===== config.mk =====
export PLATFORM = sky130hd
export DESIGN_NAME = bit_stream_serializer_flat
export DESIGN_NICKNAME = d
export VERILOG_FILES = /design/src/rtl/bit_stream_serializer_if.sv /design/src/rtl/bit_stream_serializer.sv /design/src/flat_wrapper.sv
export SDC_FILE = /design/constraint.sdc
export NUM_CORES = 1
export LEC_CHECK = 0
export ABC_AREA = 1
export BUFFER_PORTS_ARGS = -buffer_cell sky130_fd_sc_hd__buf_2
export CORE_UTILIZATION = 58
export CTS_CLUSTER_SIZE = 10
export DETAILED_ROUTE_END_ITERATION = 8
export PLACE_DENSITY = 0.89
export SYNTH_ARGS = -nofsm -noshare
export SYNTH_HDL_FRONTEND = slang
export SYNTH_SLANG_ARGS = --single-unit

===== constraint.sdc =====
create_clock -name clk -period 2.6 [get_ports clk]
set_input_delay 0.52 -clock clk [delete_from_list [all_inputs] [get_ports clk]]
set_output_delay 0.52 -clock clk [all_outputs]
set_load 0.005 [all_outputs]

===== src/rtl/bit_stream_serializer_if.sv =====
// Parallel-word handshake plus serial bit-stream outputs of the serializer.
interface bit_stream_serializer_if #(
  parameter int unsigned WIDTH = 8
);
  logic [WIDTH-1:0] data_in;
  logic             data_valid;
  logic             data_ready;
  logic             x;
  logic             bit_valid;
  logic             frame_start;
  logic             busy;

  modport master (
    output data_in, data_valid,
    input  data_ready, x, bit_valid, frame_start, busy
  );

  modport slave (
    input  data_in, data_valid,
    output data_ready, x, bit_valid, frame_start, busy
  );
endinterface


===== src/rtl/bit_stream_serializer.sv =====
// Parallel-to-serial feeder with a one-word holding buffer so consecutive words
// stream out without an idle bit between them.
module bit_stream_serializer #(
  parameter int unsigned WIDTH     = 8,
  parameter bit          LSB_FIRST = 1'b0,
  parameter bit          IDLE_BIT  = 1'b0
) (
  input logic                   clk,
  input logic                   rst_n,
  bit_stream_serializer_if.slave bus
);
  localparam int unsigned   CW   = (WIDTH > 1) ? $clog2(WIDTH) : 1;
  localparam logic [CW-1:0] LAST = CW'(WIDTH - 1);

  typedef enum logic {IDLE, SHIFT} state_t;

  state_t           state;
  logic [WIDTH-1:0] shreg;
  logic [WIDTH-1:0] hold;
  logic [WIDTH-1:0] sh_next;
  logic [CW-1:0]    cnt;
  logic             hold_full;
  logic             hold_full_next;
  logic             accept;
  logic             load_pt;
  logic             go_shift;
  logic             x_q;
  logic             bit_valid_q;
  logic             frame_start_q;
  logic             busy_q;

  assign accept         = bus.data_valid && !hold_full;
  assign load_pt        = (state == IDLE) || (cnt == LAST);
  // The buffer empties at every load point; accept is impossible while it is full.
  assign hold_full_next = load_pt ? 1'b0 : (hold_full | accept);

  always_comb begin
    sh_next  = shreg;
    go_shift = 1'b0;
    if (load_pt) begin
      if (hold_full) begin
        sh_next  = hold;
        go_shift = 1'b1;
      end else if (accept) begin
        sh_next  = bus.data_in;
        go_shift = 1'b1;
      end
    end else begin
      sh_next  = LSB_FIRST ? {1'b0, shreg[WIDTH-1:1]} : {shreg[WIDTH-2:0], 1'b0};
      go_shift = 1'b1;
    end
  end

  // Outputs are registered from the next-shifter value so x lines up with state.
  always_ff @(posedge clk or negedge rst_n) begin
    if (!rst_n) begin
      state         <= IDLE;
      shreg         <= '0;
      hold          <= '0;
      hold_full     <= 1'b0;
      cnt           <= '0;
      x_q           <= IDLE_BIT;
      bit_valid_q   <= 1'b0;
      frame_start_q <= 1'b0;
      busy_q        <= 1'b0;
    end else begin
      state     <= go_shift ? SHIFT : IDLE;
      shreg     <= sh_next;
      cnt       <= load_pt ? '0 : cnt + CW'(1);
      hold_full <= hold_full_next;
      if (!load_pt && accept) begin
        hold <= bus.data_in;
      end
      x_q           <= go_shift ? (LSB_FIRST ? sh_next[0] : sh_next[WIDTH-1]) : IDLE_BIT;
      bit_valid_q   <= go_shift;
      frame_start_q <= go_shift && load_pt;
      busy_q        <= go_shift | hold_full_next;
    end
  end

  assign bus.data_ready  = !hold_full;
  assign bus.x           = x_q;
  assign bus.bit_valid   = bit_valid_q;
  assign bus.frame_start = frame_start_q;
  assign bus.busy        = busy_q;
endmodule


===== src/flat_wrapper.sv =====
// flat-port wrapper written by rule: the top's interface ports become plain ports
module bit_stream_serializer_flat 
#(
  parameter int unsigned WIDTH     = 8,
  parameter bit          LSB_FIRST = 1'b0,
  parameter bit          IDLE_BIT  = 1'b0
)
  (clk, rst_n, bus_data_in, bus_data_valid, bus_data_ready, bus_x, bus_bit_valid, bus_frame_start, bus_busy);
  bit_stream_serializer_if #(.WIDTH(WIDTH)) bus_i ();
  input logic clk;
  input logic rst_n;
  input wire logic [$bits(bus_i.data_in)-1:0] bus_data_in;
  input wire logic [$bits(bus_i.data_valid)-1:0] bus_data_valid;
  output wire logic [$bits(bus_i.data_ready)-1:0] bus_data_ready;
  output wire logic [$bits(bus_i.x)-1:0] bus_x;
  output wire logic [$bits(bus_i.bit_valid)-1:0] bus_bit_valid;
  output wire logic [$bits(bus_i.frame_start)-1:0] bus_frame_start;
  output wire logic [$bits(bus_i.busy)-1:0] bus_busy;
  assign bus_i.data_in = bus_data_in;
  assign bus_i.data_valid = bus_data_valid;
  assign bus_data_ready = bus_i.data_ready;
  assign bus_x = bus_i.x;
  assign bus_bit_valid = bus_i.bit_valid;
  assign bus_frame_start = bus_i.frame_start;
  assign bus_busy = bus_i.busy;
  bit_stream_serializer #(.WIDTH(WIDTH), .LSB_FIRST(LSB_FIRST), .IDLE_BIT(IDLE_BIT)) u_core (.clk(clk), .rst_n(rst_n), .bus(bus_i));
endmodule

==> metrics.cfg <==
[power_and_ir_drop]
p_int_mw=0.7189
power_frac_comb_pct=36.1
p_sw_mw=0.4545
vdd_ir_drop_max_v=0.0005275
sw_frac_of_total_pct=38.73
power_leakage_nw=0.6762
power.share.sequential_pct=49.8
p_per_area_mw_per_mm2=994.5
clockPowerShare_pct=14.1

[cts]
clock_latency_ns=0.32
clkSinkCount=23
ctsHoldBuffers=0
ctsHtreeMaxLevel=1
numCtsBuffers=3
cts_setup_buffers=0
cts.path.max_buffers=2
post_cts_resized=0
cts_root_buf=clkbuf_4
clkTransAtPathRegs_ns=0.13
cts_tree=built

[synthesis]
synthTopCellsByCount=nand2_1 (57), dfrtp_1 (23), nand3_1 (13)
synthTopCellsByArea=dfrtp_1 (53%), nand2_1 (20%), nand3_1 (6.0%)
ys_warn_count=0
synth_edf_count=0
synthFlopType=dfrtp_1
synth_cell_types=16
yosysMostFrequentCell=nand2_1
yosysSeqAreaShare_pct=53.00
synth_nets=142
syn-mean-instance-area_sq_um=8.419
ys_ff_latch=23
synth-async-reset-ratio_pct=100.0
synthesis.instances=129
netlist.area_leader.share_pct=53.00
synthesis.area_sq_mm=0.001086
yosysTopAreaCell=dfrtp_1

[cells_and_area]
diodes=0
nets=157
final_layout_size_suffix_gt1_share_pct=19.58
area_growth_pct=8.640
fin_area_sq_mm=0.001180

[route]
totalWireLength_mm=1.899
vias_per_cell=4.994
drt_iter0_drc=20
first_pass_iters=4
drc=0
wl_per_cell_um=11.30
dr_total_vias=839
drt.antenna.violating_nets=0

[global_routing]
use_met1_pct=28.76
busiest_layer=met2
grt_pass1_vias=761
antenna_found_initial=0
grt_pass1_wl_mm=3.194
grt_max_degree=24
met3_usage_pct=4.800
use_met2_pct=37.10
grt_usage_pct=22.74
grt-ovfl-total=0

[sta]
rsz0062_at_grt=false
finalSetupTns_ns=0
post-route-period-util_pct=66.98
fin_crit_ns=1.741
hold_violations=0
finalSetupViolations=0
drv_slew=0
slew-limit-headroom_pct=66.95
max_clock_freq_mhz=574.2
clock_skew_ns=0.01233
worst_pin_slew_ns=0.4958

[placed_design]
place.detailed.hpwl_mm=1.405
portBuffers=15
gp_congestion=0.8258
placed_cell_area_sq_mm=0.001152

[critical_path]
critical_path_required_ns=2.81
cp-start-kind=flip-flop
timing.rr.start=u_core.cnt[0]
startpoint=u_core.cnt[0]
worstSetupPathType=flip-flop to flip-flop
crit_path_max_fanout=17
cp-end-kind=flip-flop
cp.arrival_ns=1.95

[floorplanning]
die_h_um=45.27
io_pins=16
rows=15
die_w_um=45.27
dieArea_sq_mm=0.002049
core_sq_mm=0.001745
start_util_pct=62.22

[job]
drv_cap=0

[outcome]
status=complete, no violations

[hold_path]
min_path_type=input port to asynchronous set/reset pin

==> kinds of logic after synthesis <==
family,count (synthesis),share of synthesized area (%)
flops,23,53.00
simple gates,83,35.02
compound gates,4,1.843
buf+inv,17,7.834
fa+ha+maj,2,2.304
==> cells in the final DEF, fill, tap and decap left out <==
cell	n
or2_0	1
nand2_1	57
inv_1	8
nor2_1	7
o21ai_0	2
nand2_2	1
clkinv_2	1
dfrtp_1	23
o21ai_1	2
clkbuf_4	3
buf_2	15
ha_1	2
nand3_1	13
nor2_8	2
inv_2	4
nor2_4	2
==> power by group through the flow <==
stage	clock [mW]	combinational, mW	sequential [mW]
2_1_floorplan	0	0.370	0.558
4_1_cts	0.170	0.430	0.583
3_5_place_dp	0	0.428	0.592
6_report	0.165	0.424	0.584
3_3_place_gp	0	0.407	0.584
5_1_grt	0.184	0.501	0.598
==> worst paths after layout <==
kind                       cells after the start  slack, ns              end
setup / recovery                               7       0.86     u_core.bus.x
hold / removal                                 1       0.14   u_core.hold[0]
setup reg to reg                               7       0.86     u_core.bus.x
hold reg to reg                                1       0.44    u_core.cnt[0]
max in group asynchronous                      1       2.11  u_core.shreg[4]
min in group clk                               3       0.44   u_core.hold[1]
==> registers in the layout (all words and copies together), names as in the netlist <==
name	cells
u_core.hold	8
u_core.hold_full	1
u_core.shreg	8
u_core.bus.bit_valid	1
u_core.bus.x	1
u_core.cnt	3
u_core.bus.frame_start	1
==> layout make-up <==
type                       count  area (sq um)
sequential                    23         575.6
fill                         153         565.5
multi-input combinational     89         425.4
timing repair buffer          15         75.07
inverter                      12         45.04
tap                           25         31.28
clock buffer                   3         22.52
clock inverter                 1         5.005
==> routing by layer <==
metal	part of all wire, %	wire, um
met4	1.2	23
met5	0	0
met3	3.4	65
met2	52	988
met1	43	822
==> per-stage QoR <==
step                      hold WS [ns]  setup slack (ns)  total power, mW  util, %  std cells
after floorplan                 0.2244             1.153           0.9280        -        129
after global placement          0.4199            0.9090           0.9901    66.02        164
after detailed placement        0.4341            0.8642            1.020    66.02        164
after CTS                       0.1593            0.8473            1.184    67.60        168
after global routing            0.1823            0.7872            1.283    67.60        168
final                           0.1446            0.8585            1.173    67.60        168
==> worst max-delay path, cell delays in order, from the launching register on <==
cell and delay [ns]:
dfrtp_1 0.40, ha_1 0.20, ha_1 0.24, nor2_8 0.29, inv_2 0.16, or2_0 0.22, nand2_1 0.08, nor2_1 0.04
Power figures use the tool's default switching activity.
